<file path="config.mk">
export PLATFORM = sky130hd
export DESIGN_NAME = return_address_stack_flat
export DESIGN_NICKNAME = d
export VERILOG_FILES = /design/src/rtl/return_address_stack_pkg.sv /design/src/rtl/return_address_stack_if.sv /design/src/rtl/ras_stack_core.sv /design/src/rtl/return_address_stack.sv /design/src/flat_wrapper.sv
export SDC_FILE = /design/constraint.sdc
export NUM_CORES = 2
export LEC_CHECK = 0
export BUFFER_PORTS_ARGS = -buffer_cell sky130_fd_sc_hd__buf_2
export CAP_MARGIN = 10
export CORE_MARGIN = 2
export CORE_UTILIZATION = 55
export DETAILED_ROUTE_END_ITERATION = 7
export PLACE_DENSITY = 0.72
export SLEW_MARGIN = 25
export SYNTH_ARGS = -nofsm -noshare
export SYNTH_HDL_FRONTEND = slang
export SYNTH_SLANG_ARGS = --single-unit
</file>
<file path="constraint.sdc">
create_clock -name clk -period 14.5 [get_ports clk]
set_input_delay 0.725 -clock clk [delete_from_list [all_inputs] [get_ports clk]]
set_output_delay 0.725 -clock clk [all_outputs]
set_load 0.005 [all_outputs]
</file>
<file path="src/rtl/return_address_stack_pkg.sv">
// Return-address stack shared types and constants.
// Link-register encodings used by decode to classify calls/returns.
package return_address_stack_pkg;

  localparam int RAS_DEPTH  = 8;
  localparam int RAS_ADDR_W = 32;
  localparam int RAS_PTR_W  = $clog2(RAS_DEPTH);

  localparam logic [6:0] OPC_JAL  = 7'b1101111;
  localparam logic [6:0] OPC_JALR = 7'b1100111;

  localparam logic [4:0] REG_X0 = 5'd0;
  localparam logic [4:0] REG_RA = 5'd1;
  localparam logic [4:0] REG_T0 = 5'd5;

  function automatic logic is_link(
    input logic [4:0] r
  );
    return (r == REG_RA) || (r == REG_T0);
  endfunction

endpackage

</file>
<file path="src/rtl/return_address_stack_if.sv">
// Fetch/commit-side bundle between the pipeline and the
// return-address stack.
interface return_address_stack_if
  import return_address_stack_pkg::*;
#(
  parameter int ADDR_W = RAS_ADDR_W
) ();

  logic              Push_En;
  logic [ADDR_W-1:0] Push_Addr;
  logic              Pop_En;
  logic [ADDR_W-1:0] Top_Addr;
  logic              Top_Valid;
  logic              Pop_Underflow;
  logic              Commit_Push;
  logic              Commit_Pop;
  logic [ADDR_W-1:0] Commit_Addr;
  logic              Flush;

  modport master (
    output Push_En, Push_Addr, Pop_En,
    output Commit_Push, Commit_Pop,
    output Commit_Addr, Flush,
    input  Top_Addr, Top_Valid,
    input  Pop_Underflow
  );

  modport slave (
    input  Push_En, Push_Addr, Pop_En,
    input  Commit_Push, Commit_Pop,
    input  Commit_Addr, Flush,
    output Top_Addr, Top_Valid,
    output Pop_Underflow
  );

endinterface

</file>
<file path="src/rtl/ras_stack_core.sv">
// One circular return-address stack with saturating count.
// Exposes next-state so a sibling stack can be restored from it.
module ras_stack_core
  import return_address_stack_pkg::*;
#(
  parameter int DEPTH  = RAS_DEPTH,
  parameter int ADDR_W = RAS_ADDR_W,
  localparam int PTR_W = $clog2(DEPTH),
  localparam int CNT_W = PTR_W + 1
) (
  input  logic                          clk,
  input  logic                          rst,
  input  logic                          push_i,
  input  logic                          pop_i,
  input  logic [ADDR_W-1:0]             addr_i,
  input  logic                          load_i,
  input  logic [DEPTH-1:0][ADDR_W-1:0]  load_ent_i,
  input  logic [PTR_W-1:0]              load_sp_i,
  input  logic [CNT_W-1:0]              load_cnt_i,
  output logic [ADDR_W-1:0]             top_o,
  output logic [CNT_W-1:0]              cnt_o,
  output logic [DEPTH-1:0][ADDR_W-1:0]  nxt_ent_o,
  output logic [PTR_W-1:0]              nxt_sp_o,
  output logic [CNT_W-1:0]              nxt_cnt_o
);

  logic [DEPTH-1:0][ADDR_W-1:0] ent_q, ent_d;
  logic [PTR_W-1:0]             sp_q, sp_d;
  logic [CNT_W-1:0]             cnt_q, cnt_d;

  logic [ADDR_W-1:0] a;
  logic [PTR_W-1:0]  sp_inc, sp_dec;
  logic              has, full;
  logic              do_repl, do_push, do_pop;

  assign a      = {addr_i[ADDR_W-1:1], 1'b0};
  assign sp_inc = sp_q + PTR_W'(1);
  assign sp_dec = sp_q - PTR_W'(1);
  assign has    = cnt_q != '0;
  assign full   = cnt_q == CNT_W'(DEPTH);

  // Push+pop on a non-empty stack replaces the top (coroutine swap).
  assign do_repl = ~load_i & push_i & pop_i & has;
  assign do_push = ~load_i & push_i & ~(pop_i & has);
  assign do_pop  = ~load_i & ~push_i & pop_i & has;

  always_comb begin
    ent_d = ent_q;
    sp_d  = sp_q;
    cnt_d = cnt_q;
    unique case (1'b1)
      load_i: begin
        ent_d = load_ent_i;
        sp_d  = load_sp_i;
        cnt_d = load_cnt_i;
      end
      do_repl: ent_d[sp_q] = a;
      do_push: begin
        sp_d          = sp_inc;
        ent_d[sp_inc] = a;
        if (!full) cnt_d = cnt_q + CNT_W'(1);
      end
      do_pop: begin
        sp_d  = sp_dec;
        cnt_d = cnt_q - CNT_W'(1);
      end
      default: ;
    endcase
  end

  always_ff @(posedge clk or posedge rst) begin
    if (rst) begin
      ent_q <= '0;
      sp_q  <= '0;
      cnt_q <= '0;
    end else begin
      ent_q <= ent_d;
      sp_q  <= sp_d;
      cnt_q <= cnt_d;
    end
  end

  assign top_o     = ent_q[sp_q];
  assign cnt_o     = cnt_q;
  assign nxt_ent_o = ent_d;
  assign nxt_sp_o  = sp_d;
  assign nxt_cnt_o = cnt_d;

endmodule

</file>
<file path="src/rtl/return_address_stack.sv">
// Speculative + committed return-address stacks; flush restores
// the speculative copy from the committed stack's next state.
module return_address_stack
  import return_address_stack_pkg::*;
#(
  parameter int DEPTH  = RAS_DEPTH,
  parameter int ADDR_W = RAS_ADDR_W,
  localparam int PTR_W = $clog2(DEPTH),
  localparam int CNT_W = PTR_W + 1
) (
  input logic clk,
  input logic rst,
  return_address_stack_if.slave bus
);

  logic [DEPTH-1:0][ADDR_W-1:0] c_ent, s_ent;
  logic [PTR_W-1:0]             c_sp, s_sp;
  logic [CNT_W-1:0]             c_cnt, s_nc;
  logic [ADDR_W-1:0]            s_top, c_top;
  logic [CNT_W-1:0]             s_cnt, c_cc;

  ras_stack_core #(
    .DEPTH (DEPTH),
    .ADDR_W(ADDR_W)
  ) u_commit (
    .clk       (clk),
    .rst       (rst),
    .push_i    (bus.Commit_Push),
    .pop_i     (bus.Commit_Pop),
    .addr_i    (bus.Commit_Addr),
    .load_i    (1'b0),
    .load_ent_i('0),
    .load_sp_i ('0),
    .load_cnt_i('0),
    .top_o     (c_top),
    .cnt_o     (c_cc),
    .nxt_ent_o (c_ent),
    .nxt_sp_o  (c_sp),
    .nxt_cnt_o (c_cnt)
  );

  ras_stack_core #(
    .DEPTH (DEPTH),
    .ADDR_W(ADDR_W)
  ) u_spec (
    .clk       (clk),
    .rst       (rst),
    .push_i    (bus.Push_En),
    .pop_i     (bus.Pop_En),
    .addr_i    (bus.Push_Addr),
    .load_i    (bus.Flush),
    .load_ent_i(c_ent),
    .load_sp_i (c_sp),
    .load_cnt_i(c_cnt),
    .top_o     (s_top),
    .cnt_o     (s_cnt),
    .nxt_ent_o (s_ent),
    .nxt_sp_o  (s_sp),
    .nxt_cnt_o (s_nc)
  );

  logic unused_state;
  assign unused_state = ^{c_top, c_cc, s_ent, s_sp, s_nc};

  assign bus.Top_Addr      = s_top;
  assign bus.Top_Valid     = s_cnt != '0;
  assign bus.Pop_Underflow = bus.Pop_En & ~bus.Push_En
                           & ~bus.Flush & (s_cnt == '0);

endmodule

</file>
<file path="src/flat_wrapper.sv">
// flat-port wrapper written by rule: the top's interface ports become plain ports
module return_address_stack_flat import return_address_stack_pkg::*;
#(
  parameter int DEPTH  = RAS_DEPTH,
  parameter int ADDR_W = RAS_ADDR_W,
  localparam int PTR_W = $clog2(DEPTH),
  localparam int CNT_W = PTR_W + 1
)
  (clk, rst, bus_Push_En, bus_Push_Addr, bus_Pop_En, bus_Commit_Push, bus_Commit_Pop, bus_Commit_Addr, bus_Flush, bus_Top_Addr, bus_Top_Valid, bus_Pop_Underflow);
  return_address_stack_if #(.ADDR_W(ADDR_W)) bus_i ();
  input logic clk;
  input logic rst;
  input wire logic [$bits(bus_i.Push_En)-1:0] bus_Push_En;
  input wire logic [$bits(bus_i.Push_Addr)-1:0] bus_Push_Addr;
  input wire logic [$bits(bus_i.Pop_En)-1:0] bus_Pop_En;
  input wire logic [$bits(bus_i.Commit_Push)-1:0] bus_Commit_Push;
  input wire logic [$bits(bus_i.Commit_Pop)-1:0] bus_Commit_Pop;
  input wire logic [$bits(bus_i.Commit_Addr)-1:0] bus_Commit_Addr;
  input wire logic [$bits(bus_i.Flush)-1:0] bus_Flush;
  output wire logic [$bits(bus_i.Top_Addr)-1:0] bus_Top_Addr;
  output wire logic [$bits(bus_i.Top_Valid)-1:0] bus_Top_Valid;
  output wire logic [$bits(bus_i.Pop_Underflow)-1:0] bus_Pop_Underflow;
  assign bus_i.Push_En = bus_Push_En;
  assign bus_i.Push_Addr = bus_Push_Addr;
  assign bus_i.Pop_En = bus_Pop_En;
  assign bus_i.Commit_Push = bus_Commit_Push;
  assign bus_i.Commit_Pop = bus_Commit_Pop;
  assign bus_i.Commit_Addr = bus_Commit_Addr;
  assign bus_i.Flush = bus_Flush;
  assign bus_Top_Addr = bus_i.Top_Addr;
  assign bus_Top_Valid = bus_i.Top_Valid;
  assign bus_Pop_Underflow = bus_i.Pop_Underflow;
  return_address_stack #(.DEPTH(DEPTH), .ADDR_W(ADDR_W)) u_core (.clk(clk), .rst(rst), .bus(bus_i));
endmodule
</file>
; Word level (Yosys, flattened, before mapping)
; Cells that the tools add are included.
[totals]
mem_bits_rw = 0
memories = 0
wordCells = 93
output_inout_bits = 34
latch_bits = 0
in_bits = 71
romBits = 0
register_bits = 526
[op_classes]
eq_ne = 3
bitwise_logic = 22
div = 0
n_reduce_logical = 10
shift = 0
n_addsub = 8
multipliers = 0
order_cmp = 8
muxes = 22
[ops]
columns = operator, n
row1 = 256-bit bitwise mux, 4
row2 = 256-bit case mux with 3 select lines, 1
row3 = 256-bit case mux with 2 select lines, 1
row4 = 32-bit demux with 3-bit select, 4
row5 = 32-bit two-way mux, 5
row6 = 32-bit binary-select mux with 3-bit select, 1
row7 = 1-bit bitwise AND, 17
row8 = "3-bit by 4-bit less-than comparator with 1-bit output, second input constant", 4
row9 = "3-bit by 1-bit >= comparator with 1-bit output, second input constant", 4
row10 = 4-bit case mux with 3 select lines, 1
row11 = 3-bit case mux with 3 select lines, 1
row12 = "4-bit by 1-bit adder with 4-bit output, second input constant", 2
row13 = "4-bit == test, second input constant", 2
row14 = 4-bit two-way mux, 2
row15 = 4-bit case mux with 2 select lines, 1
row16 = 4-bit nonzero test, 2
row17 = "4-bit by 1-bit subtractor with 4-bit output, second input constant", 2
row18 = "3-bit by 1-bit adder with 3-bit output, second input constant", 2
row19 = 3-bit case mux with 2 select lines, 1
row20 = 3-bit nonzero test, 2
row21 = "3-bit by 1-bit subtractor with 3-bit output, second input constant", 2
row22 = 1-bit NOT, 5
row23 = 1-bit logical AND, 4
row24 = 4-bit logical NOT, 1
row25 = other kinds (2), 2

; Logic depth before layout (Yosys ltp)
[depth]
word_depth = 8
depth_mapped = 12
mapped_depth_nobuf = 9

; Hierarchy
; From an unflattened synthesis, not the netlist that was laid out.
[hier_totals]
hier_cells = 2776
hier_area_um2 = 29668.5
[modules_own_cells]
columns = mod, area_per_inst_um2, cells_per_inst, instances, seq_area_each_um2
row1 = ras_stack_core at u_core.u_spec, 15061.9, 1382, 1, 6581.3
row2 = ras_stack_core at u_core.u_commit, 14576.5, 1391, 1, 6581.3
row3 = return_address_stack, 30.0, 3, 1, 0.0

; Worst setup path before layout
; Ideal clock, no wire load.
[synth_timing]
path_kind = flip-flop to flip-flop
from = register u_core.u_spec.sp_q[0]
to = register u_core.u_spec.ent_q[138] in the netlist's numbering
setup_slack_ns = 11.491
n_path_buf = 5
t_arrival_ns = 2.889
setup_ns = 0.120
stages_incl_launch_ff = 13
period_less_slack_ns = 3.009
path_cell_list = dfrtp_1 -> clkbuf_1 -> clkinv_1 -> clkbuf_1 -> ha_1 -> clkbuf_1 -> nor2b_1 -> nand3_1 -> a21boi_1 -> buf_2 -> clkbuf_1 -> nand2_1 -> o211a_1
[synth_between]
elab_chain_cells = 7
elab_cells_between_ends = 14
[synth_lines]
columns = element, line_no
row1 = "start, declared", ras_stack_core.sv:28  ; logic [PTR_W-1:0] sp_q, sp_d;
row2 = "start signal, assigned", ras_stack_core.sv:78  ; sp_q <= sp_d;
row3 = 3-bit by 1-bit adder with 3-bit output, ras_stack_core.sv:37  ; assign sp_inc = sp_q + PTR_W'(1);
row4 = 3-bit by 4-bit less-than comparator with 1-bit output (implied by the code) or 3-bit by 1-bit >= comparator with 1-bit output (tied branches), ras_stack_core.sv:60  ; ent_d[sp_inc] = a;
row5 = 1-bit logical AND (implied by the code), ras_stack_core.sv:60
row6 = 32-bit two-way mux (implied by the code), ras_stack_core.sv:60
row7 = 32-bit demux with 3-bit select, ras_stack_core.sv:60
row8 = 256-bit bitwise mux, ras_stack_core.sv:60
row9 = 256-bit case mux with 3 select lines *, ras_stack_core.sv:51  ; unique case (1'b1)
row10 = "end signal, assigned", ras_stack_core.sv:77  ; ent_q <= ent_d;
row11 = "end, declared", ras_stack_core.sv:27  ; logic [DEPTH-1:0][ADDR_W-1:0] ent_q, ent_d;
; Every way passes the cells marked *; elsewhere a longest branch is shown, timed or not.
; A chain may end at the register's enable or synchronous reset.

; Worst setup path after layout
[layout_timing]
from = register u_core.u_spec.sp_q[0]
to = output bus_Top_Addr[26]
[layout_between]
elab_chain_cells = 2
[layout_lines]
columns = element, line_no
row1 = 32-bit binary-select mux with 3-bit select, ras_stack_core.sv:83  ; assign top_o = ent_q[sp_q];
row2 = 32-bit two-way mux (implied by the code), ras_stack_core.sv:83
row3 = "end, declared", flat_wrapper.sv:20  ; output wire logic [$bits(bus_i.Top_Addr)-1:0] bus_Top_Addr;
; No other way between the ends. The select of a mux whose other input is x is not followed.

==> impl_metrics.toml <==
[outcome]
status = "completed"

[synthesis]
yosys.area.top_type = "dfrtp_1"
synth_ff_type = "dfrtp_1"
yosysTopAreaCellShare_pct = 50.3
synth.area.top_cells = "dfrtp_1, mux2_2, mux2i_1"
synthDistinctLibCells = 73
ys_ff_latch = 526
synth_edf_count = 0
async_flop_share_pct = 100
synth_nets = 2414
synth_warnings = 0
avgSynthCellArea_um2 = 11.2
yosysSeqAreaShare_pct = 50.3
netlist_area_mm2 = 0.0262
synthCells = 2334

[route]
wl_per_cell_um = 27.7
drc = 0
drt-total-wl_mm = 82.6
postRouteAntennaNets = 0
dr.pass1.iters = 6
via_count = 20600
via_per_inst = 6.92
first_iter_violations = 2368

[sta]
timing.slew.headroom_pct = 28.5
setup_viol_count_final = 0
setup_tns_ps = 0
finClkSkew_ps = 18.9
finalHoldViolCount = 0
tightestPinTransition_ps = 1070
period_minus_slack_ps = 4430
fmax_mhz = 226
drv_slew = 0
rsz0062_at_grt = "false"
min_period_over_period_pct = 30.6
setup_slack_ps = 10070

[cts]
htree_levels = 2
worstSkewPairLatency_ps = 630
clock-sinks = 526
clk_pin_slew_ps = 60
cts_buffers = 56
cts.hold.buffers_added = 0
ctsResizeCount = 0
cts_root_buf = "clkbuf_16"
post_cts_buffers = 0
ctsLongestPathBuffers = 3
cts_tree = "yes"

[power_and_ir_drop]
peakVddDrop_v = 0.000130
p_per_area_mw_per_mm2 = 241
totalPowerFinal_mw = 7.02
p_leak_nw = 13.3

[worst_setup_path]
reg2regPathDepth = 9
arrival_ps = 3710
cp_max_fo = 27
rrSetupSlack_ps = 10420
worstSetupEndpointType = "primary output"
start_kind = "flop"
reg2reg_to = "u_core.u_spec.ent_q[47]$_DFFE_PP0P_"
cp.required_ps = 13780
worst-setup-path-type = "reg2out"
worstReg2RegStart = "u_core.u_spec.sp_q[1]$_DFFE_PP0P_"

[finish]
final_cell_mix = "dfrtp_1, mux2_2, nand2_1, inv_1, mux2i_1"
drive_above_1_share_pct = 22.1
fillers = 3670
final_common_cell = "dfrtp_1"
syn_to_final_growth_pct = 11.3
utilization_pct = 62.4
finalNonFillerCells = 2980
layout.nets = 2406

[global_routing]
grt_pass1_wl_mm = 126
grtUsageTotal_pct = 33.3
antenna_found_initial = 3
grt_pass1_vias = 20600
grt_max_degree = 183
grt-ovfl-total = 0

[floorplanning]
initial_core_util_pct = 56.0
dieWidth_um = 222
die_area_mm2 = 0.0494
core_mm2 = 0.0468
rows = 79
die_y_um = 222
io_pins = 105

[placement]
port_buffers = 102
gp_congestion = 0.861
place.detailed.hpwl_mm = 48.0
dp_cells = 2874
dpl_worst_slack_ps = 10480

[flow_run]
max-cap-violations = 0

[min_path]
hold_path_class = "in2async"
## flip-flops by register name (all words and copies together) (netlist names)
name	flops
u_core.u_spec.cnt_o	4
u_core.u_spec.sp_q	3
u_core.u_commit.cnt_o	4
u_core.u_commit.sp_q	3
u_core.u_spec.ent_q	256
u_core.u_commit.ent_q	256
## worst max-delay path by stage
stage / from / end
6_report: u_core.u_spec.sp_q[0]$_DFFE_PP0P_ / bus_Top_Addr[26]
5_1_grt: u_core.u_spec.sp_q[0]$_DFFE_PP0P_ / bus_Top_Addr[22]
4_1_cts: u_core.u_spec.sp_q[0]$_DFFE_PP0P_ / bus_Top_Addr[27]
3_5_place_dp: u_core.u_spec.sp_q[1]$_DFFE_PP0P_ / u_core.u_spec.ent_q[47]$_DFFE_PP0P_
3_3_place_gp: bus_Commit_Push / u_core.u_spec.ent_q[8]$_DFFE_PP0P_
2_1_floorplan: rst / u_core.u_commit.cnt_o[0]$_DFF_PP0_
## cell type report
type                    count  area, µm²  area share (%)
flip-flops and latches    526      13200            45.2
multi-input cells        1455      11800            40.3
clock buffers              86       1700            5.82
repair buffers            160       1040            3.58
well taps                 607        759            2.60
inverters                 127        483            1.66
clock inverters            18        243           0.832
diodes                      1       2.50         0.00858
## worst max-delay path, cell delays in order, from the launching register on
cell,delay [ps]
dfrtp_2,890
clkinv_1,210
buf_4,360
nor3_1,820
buf_4,320
a22oi_1,90
o21ai_0,180
buf_2,190
## synth_stat cells, types with 5 or more instances
| cell type | n |
|---|---|
| a31o_2 | 13 |
| nor2_1 | 100 |
| mux2_1 | 27 |
| a221o_1 | 69 |
| nand3_1 | 45 |
| buf_1 | 16 |
| a22o_1 | 20 |
| nor2b_1 | 7 |
| o21ai_0 | 39 |
| a2bb2oi_1 | 5 |
| nand2_1 | 142 |
| a21oi_1 | 39 |
| mux2i_1 | 121 |
| inv_1 | 122 |
| ha_1 | 8 |
| o22ai_1 | 51 |
| mux2_4 | 52 |
| o211a_1 | 78 |
| mux4_2 | 6 |
| and3_1 | 6 |
| o2bb2ai_1 | 7 |
| dfrtp_1 | 526 |
| clkbuf_1 | 157 |
| mux2_2 | 163 |
| a22oi_1 | 88 |
| or3_1 | 78 |
| xnor2_1 | 9 |
| o211ai_1 | 31 |
| nand2b_1 | 15 |
| a211oi_1 | 7 |
| nor3_1 | 58 |
| a221oi_1 | 89 |
| buf_2 | 45 |
| buf_6 | 5 |
| and2_1 | 6 |
| nor4_1 | 9 |
## layer usage
metal  wire length [µm]  GRT usage [%]  vias up
met5                 26              0        -
met4               3790           15.9        4
met3               8050           6.63      252
met2              37300           50.3     1219
met1              33400           46.3    10500
li1                   -              -     8645
## metrics by stage
| step | hold WS (ps) | area (µm²) |
|---|---|---|
| 6_report | 243 | 29200 |
| 5_1_grt | 320 | 29200 |
| 4_1_cts | 257 | 29100 |
| 3_5_place_dp | 470 | 27200 |
| 3_3_place_gp | 461 | 27100 |
| 2_1_floorplan | 449 | 26200 |
## power breakdown
| group | internal (mW) | switching [mW] |
|---|---|---|
| clock | 0.894 | 0.609 |
| sequential | 2.18 | 0.414 |
| combinational | 1.31 | 1.61 |
## logic make-up (layout without fill, tap and decap cells)
kind of cell,count (synthesis),in the layout,share of synthesized area [%]
AOI/OAI and AO/OA,582,582,18.2
xor gates and xnor gates,13,13,0.435
adders and majority gates,10,10,0.497
buffers and inverters,353,391,5.45
DFF,526,526,50.3
muxes,369,369,16.3
other,0,1,0
and+or+nand+nor,481,481,8.82
(Power assumes the default switching activity.)
